**config.mk**
```make
export PLATFORM = sky130hd
export DESIGN_NAME = cascade_counter
export DESIGN_NICKNAME = d
export VERILOG_FILES = /design/src/rtl/cascade_counter.sv
export SDC_FILE = /design/constraint.sdc
export NUM_CORES = 1
export LEC_CHECK = 0
export ABC_AREA = 0
export CAP_MARGIN = 10
export CORE_MARGIN = 2
export CORE_UTILIZATION = 38
export DETAILED_ROUTE_END_ITERATION = 6
export GPL_ROUTABILITY_DRIVEN = 0
export PLACE_DENSITY = 0.72
export RECOVER_POWER = 100
export SLEW_MARGIN = 20
export SYNTH_ARGS = -nofsm -noshare
export SYNTH_HDL_FRONTEND = slang
export SYNTH_SLANG_ARGS = --single-unit
export TNS_END_PERCENT = 5
```
**constraint.sdc**
```tcl
create_clock -name clock -period 4.03 [get_ports clock]
set_clock_uncertainty 0.2 [all_clocks]
set_input_delay 0.403 -clock clock [delete_from_list [all_inputs] [get_ports clock]]
set_output_delay 0.403 -clock clock [all_outputs]
set_load 0.1 [all_outputs]
```
**src/rtl/cascade_counter.sv**
```systemverilog
// cascade_counter: NUM_STAGES cascaded modulo-STAGE_MOD digit counters.
// Carries are combinational lookahead, so every digit that must move does so
// on the same clock edge.
//
// Ports
//   clock      rising-edge clock
//   reset      asynchronous active-low reset (clears digits and ovf)
//   enable     advance request for stage 0
//   up_dn      direction, 1 = up, 0 = down (used in the same cycle)
//   load       synchronous parallel load, overrides enable
//   load_value load digits, stage i at [(i+1)*STAGE_WIDTH-1 : i*STAGE_WIDTH];
//              fields >= STAGE_MOD load as 0
//   ovf_clr    clear for ovf (a simultaneous full-chain wrap wins)
//   count      registered digits, same packing as load_value
//   stage_tc   per-stage terminal count: stage i wraps on the next edge
//   TCout      chain terminal count, stage_tc[NUM_STAGES-1]
//   ovf        sticky full-chain overflow/underflow flag

// One digit: modulo-MOD up/down counter with clamped parallel load.
module cascade_stage #(
  parameter int W   = 4,
  parameter int MOD = 10
) (
  input  logic         clock,
  input  logic         reset,
  input  logic         adv,
  input  logic         up_dn,
  input  logic         load,
  input  logic [W-1:0] load_val,
  output logic [W-1:0] digit,
  output logic         at_term
);
  localparam logic [W-1:0] MAXV = W'(MOD - 1);
  // One extra bit so MOD == 2**W is representable.
  localparam logic [W:0]   MODV = (W + 1)'(MOD);

  logic load_ok;

  assign load_ok = ({1'b0, load_val} < MODV);
  assign at_term = up_dn ? (digit == MAXV) : (digit == '0);

  always_ff @(posedge clock or negedge reset) begin
    if (!reset)
      digit <= '0;
    else if (load)
      digit <= load_ok ? load_val : '0;
    else if (adv) begin
      if (up_dn) digit <= at_term ? '0   : digit + 1'b1;
      else       digit <= at_term ? MAXV : digit - 1'b1;
    end
  end
endmodule

module cascade_counter #(
  parameter int NUM_STAGES  = 4,
  parameter int STAGE_WIDTH = 4,
  parameter int STAGE_MOD   = 10
) (
  input  logic                              clock,
  input  logic                              reset,
  input  logic                              enable,
  input  logic                              up_dn,
  input  logic                              load,
  input  logic [NUM_STAGES*STAGE_WIDTH-1:0] load_value,
  input  logic                              ovf_clr,
  output logic [NUM_STAGES*STAGE_WIDTH-1:0] count,
  output logic [NUM_STAGES-1:0]             stage_tc,
  output logic                              TCout,
  output logic                              ovf
);
  logic [NUM_STAGES-1:0][STAGE_WIDTH-1:0] digits;
  logic [NUM_STAGES-1:0][STAGE_WIDTH-1:0] ld_digits;
  logic [NUM_STAGES-1:0]                  adv;
  logic [NUM_STAGES-1:0]                  at_term;

  assign ld_digits = load_value;
  assign count     = digits;

  // Lookahead carry: a stage advances when every lower stage is at terminal.
  assign adv[0] = enable;
  genvar i;
  generate
    for (i = 1; i < NUM_STAGES; i++) begin : g_adv
      assign adv[i] = adv[i-1] & at_term[i-1];
    end

    for (i = 0; i < NUM_STAGES; i++) begin : g_stage
      cascade_stage #(.W(STAGE_WIDTH), .MOD(STAGE_MOD)) u_stage (
        .clock    (clock),
        .reset    (reset),
        .adv      (adv[i]),
        .up_dn    (up_dn),
        .load     (load),
        .load_val (ld_digits[i]),
        .digit    (digits[i]),
        .at_term  (at_term[i])
      );
    end
  endgenerate

  // No wrap can happen during load or reset, so terminal count is masked.
  assign stage_tc = adv & at_term & {NUM_STAGES{~load & reset}};
  assign TCout    = stage_tc[NUM_STAGES-1];

  always_ff @(posedge clock or negedge reset) begin
    if (!reset)       ovf <= 1'b0;
    else if (TCout)   ovf <= 1'b1;
    else if (ovf_clr) ovf <= 1'b0;
  end
endmodule

```
==> results.json, run 1 <==
{
  "grt_pass1_wl_mm": 6.99,
  "dieArea_um2": 5340,
  "cts_resized": 0,
  "first_pass_iters": 4,
  "synth-main-ff-cell": "dfrtp_1",
  "syn_nets": 244,
  "vias_per_cell": 5.70,
  "vias": 1709,
  "num_rows": 25,
  "path_cells": "dlygate4sd3_1 > nor3b_1 > o221a_1 > and3_1 > clkbuf_2",
  "cp.required_ns": 3.43,
  "cts_buffers": 3,
  "ioPinCount": 44,
  "path_max_fanout": 17,
  "wl_per_cell_um": 14.1,
  "p_leak_nw": 0.965,
  "cts_hold_buf": 0,
  "drc_errors": 0,
  "ir_worst_vdd_v": 0.000283,
  "die_y_um": 73.1,
  "first_global_vias": 1537,
  "die_x_um": 73.1,
  "cap_violations": 0,
  "worst_setup_path_end_kind": "output port",
  "drt_iter0_drc": 115,
  "power.share.combinational": 0.548,
  "ys_seq_elements": 17,
  "criticalPathCategory": "primary input to output port",
  "worst_hold_path.endpoint": "ovf",
  "final_hold_viol_count": 0,
  "min_path_cells": 1,
  "min-delay-start": "ovf",
  "cts-htree-levels": 1,
  "wirelength_mm": 4.24,
  "grt_max_degree": 40,
  "r2r-start": "g_stage[0].u_stage.digit[0]",
  "clock_latency_ns": 0.25,
  "clockRootBuffer": "clkbuf_8",
  "slowest_stage": "dlygate4sd3_1",
  "rr_endpoint": "g_stage[2].u_stage.digit[2]",
  "final_cell_mix": "clkdlybuf4s50_1, dlygate4sd3_1, dfrtp_1",
  "path_buf_inv": 2,
  "cts.sinks": 17,
  "syn_area_um2": 1810,
  "synth_warnings": 0,
  "worstMarginPinSlew_ns": 1.05,
  "powerDensity_nw_per_um2": 374,
  "post_cts_buffers": 0,
  "drtAntennaViolNets": 0,
  "slew_headroom": 0.293,
  "power.switching_mw": 0.428,
  "grt_setup_unrepaired": "false",
  "cts_tree": "yes",
  "core_um2": 4660,
  "power_frac_seq": 0.298,
  "tns_ns": 0,
  "status": "finished, final reports clean",
  "cp.arrival_ns": 2.86,
  "clk_path_buf_depth": 2,
  "drive_above_1_share": 0.0772,
  "synth.distinct_cells": 62,
  "worst_path_largest_cell_delay_ns": 0.78,
  "max_freq_mhz": 289,
  "grt-ovfl-total": 0,
  "place_hpwl_mm": 3.06,
  "r2r_slack_ns": 1.40,
  "diodes": 0,
  "power_mw": 0.853,
  "slew_violations": 0,
  "clockPowerShare": 0.155,
  "clk_pin_slew_worst_paths_ns": 0.07,
  "async_flop_share": 1.00,
  "reg2reg_depth": 6,
  "synth_cells": 210,
  "critPathTopFamily": "buffers and inverters",
  "post-route-period-util": 0.859,
  "pre_cts_slack_ns": 0.911,
  "worstSetupStartpointType": "primary input",
  "grt_usage": 0.161,
  "initial_core_util": 0.389,
  "min_period_ns": 3.46,
  "avgSynthCellArea_um2": 8.63,
  "io_buffers": 43,
  "p_int_mw": 0.425,
  "setup_viol": 0,
  "hold_class": "flop to flop",
  "nets": 281,
  "synth-edff-count": 0,
  "area_growth_pct": 25.7,
  "synth_seq_area_share": 0.235,
  "switching_share": 0.502,
  "antenna_found_initial": 0,
  "worst_slack_ns": 0.570
}
cell families after synthesis:
logic type | after synthesis | share of synthesized area
buffers and inverters | 28 | 0.0697
adder cells (fa/ha/maj) | 12 | 0.0828
multiplexers | 7 | 0.0545
AND/OR/NAND/NOR | 75 | 0.272
XOR/XNOR | 3 | 0.0145
flip-flops | 17 | 0.235
AO/OA/AOI/OAI | 68 | 0.272
cell type report:
type	count	area, um2
multi-input cells	165	1240
repair buffers	46	453
fillers	450	2380
flip-flops and latches	17	425
inverters	14	52.6
well taps	54	67.6
clock buffers	4	45.0
flip-flops by register name, summed over array words and instances (netlist names):
name                   cells
g_stage.u_stage.digit     16
ovf                        1
Yosys cell counts, types with 4 or more instances:
cell / count / area (um2)
and3b_1: 4 / 35.0
nand3b_1: 6 / 45.0
nand3_1: 10 / 50.1
clkbuf_1: 4 / 15.0
buf_2: 8 / 40.0
nor2b_1: 6 / 37.5
nor2_1: 8 / 30.0
a21oi_1: 11 / 55.1
nand2_1: 6 / 22.5
o31a_1: 4 / 35.0
o21ai_0: 14 / 70.1
inv_1: 14 / 52.6
nand2b_1: 5 / 31.3
dfrtp_1: 17 / 425
ha_1: 12 / 150
nor3_1: 6 / 30.0
power groups by stage:
stage	Clock, mW	Combinational [mW]	Sequential [mW]
after floorplan	0	0.209	0.413
after CTS	0.135	0.488	0.254
after global placement	0	0.483	0.256
final	0.132	0.467	0.254
after global routing	0.141	0.503	0.261
after detailed placement	0	0.486	0.258
per-stage QoR:
step	cell area (um2)	hold slack (ns)	util	cells
final	2280	0.283	0.489	300
after global routing	2280	0.311	0.489	300
after CTS	2320	0.288	0.497	300
after detailed placement	2270	0.278	0.488	296
after global placement	2270	0.279	0.488	296
after floorplan	1810	-0.0926	-	210
routing by layer:
layer,vias up,global-route usage,part of all wire
met5,-,0,0
met4,0,0.0391,0.0068
met3,4,0.0276,0.068
met2,62,0.257,0.44
met1,782,0.224,0.49
li1,861,-,-
worst max path at each step:
| stage | startpoint | end | slack (ns) | cells after the start |
|---|---|---|---|---|
| after floorplan | g_stage[2].u_stage.digit[1] | stage_tc[3] | 0.34 | 6 |
| after global placement | up_dn | stage_tc[3] | 0.97 | 5 |
| after detailed placement | up_dn | TCout | 0.91 | 5 |
| after CTS | up_dn | TCout | 0.91 | 5 |
| after global routing | up_dn | stage_tc[2] | 0.41 | 5 |
| final | up_dn | stage_tc[2] | 0.57 | 5 |
(Power assumes the default switching activity.)
==> run 2, diff against run 1 <==
--- a/config.mk
+++ b/config.mk
@@ -7,11 +7,14 @@
 export LEC_CHECK = 0
 export ABC_AREA = 0
 export CAP_MARGIN = 10
+export CELL_PAD_IN_SITES_DETAIL_PLACEMENT = 0
+export CELL_PAD_IN_SITES_GLOBAL_PLACEMENT = 1
 export CORE_MARGIN = 2
 export CORE_UTILIZATION = 38
+export CTS_CLUSTER_DIAMETER = 50
 export DETAILED_ROUTE_END_ITERATION = 6
 export GPL_ROUTABILITY_DRIVEN = 0
-export PLACE_DENSITY = 0.72
+export PLACE_DENSITY = 0.9
 export RECOVER_POWER = 100
 export SLEW_MARGIN = 20
 export SYNTH_ARGS = -nofsm -noshare
==> run 2 against run 1 <==
Against the previous run:
- setup slack better by 0.062 ns
- global-route usage up 0.73 points
- die area did not move
- largest power group unchanged
- critical path depth did not move
- first-iteration DRC count fell by 42%
- largest cell class unchanged
- via count shrank 0.47%
- clock power barely moved
- final cell count up 0.33%
- utilization up 0.16 points
- count of clock-buffer cells in the layout stayed put
- routed wire length decreased by 0.73%
- flip-flop and latch count is the same
- critical path type unchanged
==> results.json, run 2 (synthesis gave the netlist of run 1 again) <==
{
  "cts-htree-levels": 1,
  "clockRootBuffer": "clkbuf_8",
  "area_growth_pct": 26.2,
  "largest_register": "g_stage.u_stage.digit",
  "powerDensity_nw_per_um2": 372,
  "post_cts_buffers": 0,
  "grt_setup_unrepaired": "false",
  "r2r_slack_ns": 1.33,
  "criticalPathCategory": "primary input to output port",
  "clk_path_buf_depth": 2,
  "vias": 1701,
  "nets": 282,
  "initial_core_util": 0.389,
  "antenna_found_initial": 0,
  "wl_per_cell_um": 14.0,
  "grt_max_degree": 40,
  "die_x_um": 73.1,
  "post-route-period-util": 0.843,
  "slew_violations": 0,
  "worstSetupStartpointType": "primary input",
  "dp.cells": 297,
  "hold_class": "flop to flop",
  "cp.required_ns": 3.43,
  "ir_worst_vdd_v": 0.000201,
  "min_period_ns": 3.40,
  "fill_cells": 476,
  "clk_pin_slew_worst_paths_ns": 0.07,
  "grt_usage": 0.168,
  "drtAntennaViolNets": 0,
  "cts_resized": 0,
  "cts_tree": "yes",
  "slew_headroom": 0.254,
  "cts_buffers": 3,
  "tns_ns": 0,
  "cts_hold_buf": 0,
  "first_pass_iters": 4,
  "largest_reg_flops": 16,
  "min_path_cells": 1,
  "worstMarginPinSlew_ns": 1.11,
  "power_mw": 0.851,
  "wirelength_mm": 4.21,
  "reg2reg_depth": 6,
  "grt_pass1_wl_mm": 7.25,
  "diodes": 0,
  "cts.sinks": 17,
  "clock_latency_ns": 0.25,
  "finalNonFillerCells": 301,
  "worst_setup_path_end_kind": "output port",
  "largestRegisters": "g_stage.u_stage.digit: 16 flops, ovf: 1 flops",
  "first_global_vias": 1606,
  "fin_util": 0.491,
  "grt-ovfl-total": 0,
  "place_hpwl_mm": 3.15,
  "final_cell_mix": "clkdlybuf4s50_1, dlygate4sd3_1, dfrtp_1",
  "die_y_um": 73.1,
  "drc_errors": 0,
  "path_max_fanout": 15,
  "drive_above_1_share": 0.0810,
  "ioPinCount": 44,
  "dieArea_um2": 5340,
  "p_leak_nw": 0.970,
  "core_um2": 4660,
  "num_rows": 25,
  "cp.arrival_ns": 2.79,
  "io_buffers": 43,
  "drt_iter0_drc": 67,
  "max_freq_mhz": 294,
  "vias_per_cell": 5.65,
  "final_hold_viol_count": 0,
  "cap_violations": 0,
  "setup_viol": 0,
  "status": "finished, final reports clean"
}
[run 2: cell types whose count changed in the layout (fill, tap and decap cells not counted), sizes merged]
cell  before  now
buf        4    5
[run 2: routing by layer]
layer	vias to the layer above	GRT usage	share of wire
met1	799	0.229	0.50
met2	43	0.280	0.46
met3	0	0.0193	0.036
li1	859	-	-
met5	-	0	0
met4	0	0.0453	0
[run 2: final timing paths]
check | start | to
min reg2reg | ovf | ovf
max reg2reg | g_stage[0].u_stage.digit[0] | g_stage[1].u_stage.digit[3]
min in group asynchronous | reset | g_stage[3].u_stage.digit[0]
max in group asynchronous | reset | g_stage[1].u_stage.digit[1]
min | ovf | ovf
max | up_dn | stage_tc[0]
[run 2: cell type report]
cell class	count	area, um2	share of cell area
Multi-Input combinational cell	165	1240	0.540
Timing Repair Buffer	47	460	0.201
Sequential cell	17	425	0.186
Tap cell	54	67.6	0.0295
Inverter	14	52.6	0.0230
Clock buffer	4	45.0	0.0197
[run 2: worst max-delay path: stages]
cell and delay, ns:
dlygate4sd3_1 0.92, nor3b_1 0.17, o21ai_0 0.91, nor2b_1 0.10, buf_4 0.28
[run 2: power breakdown]
| group | internal (mW) | switching (mW) | leakage (nW) |
|---|---|---|---|
| Sequential | 0.194 | 0.0593 | 0.214 |
| Clock | 0.0702 | 0.0615 | 0.0228 |
| Combinational | 0.160 | 0.305 | 0.733 |
[run 2: stage by stage]
step                      setup slack (ns)  cell area (um2)  hold WS [ns]
after floorplan                      0.342             1810       -0.0926
after global placement               0.987             2290         0.273
after detailed placement             0.931             2290         0.280
after CTS                            0.931             2340         0.285
after global routing                 0.425             2290         0.307
final                                0.632             2290         0.283
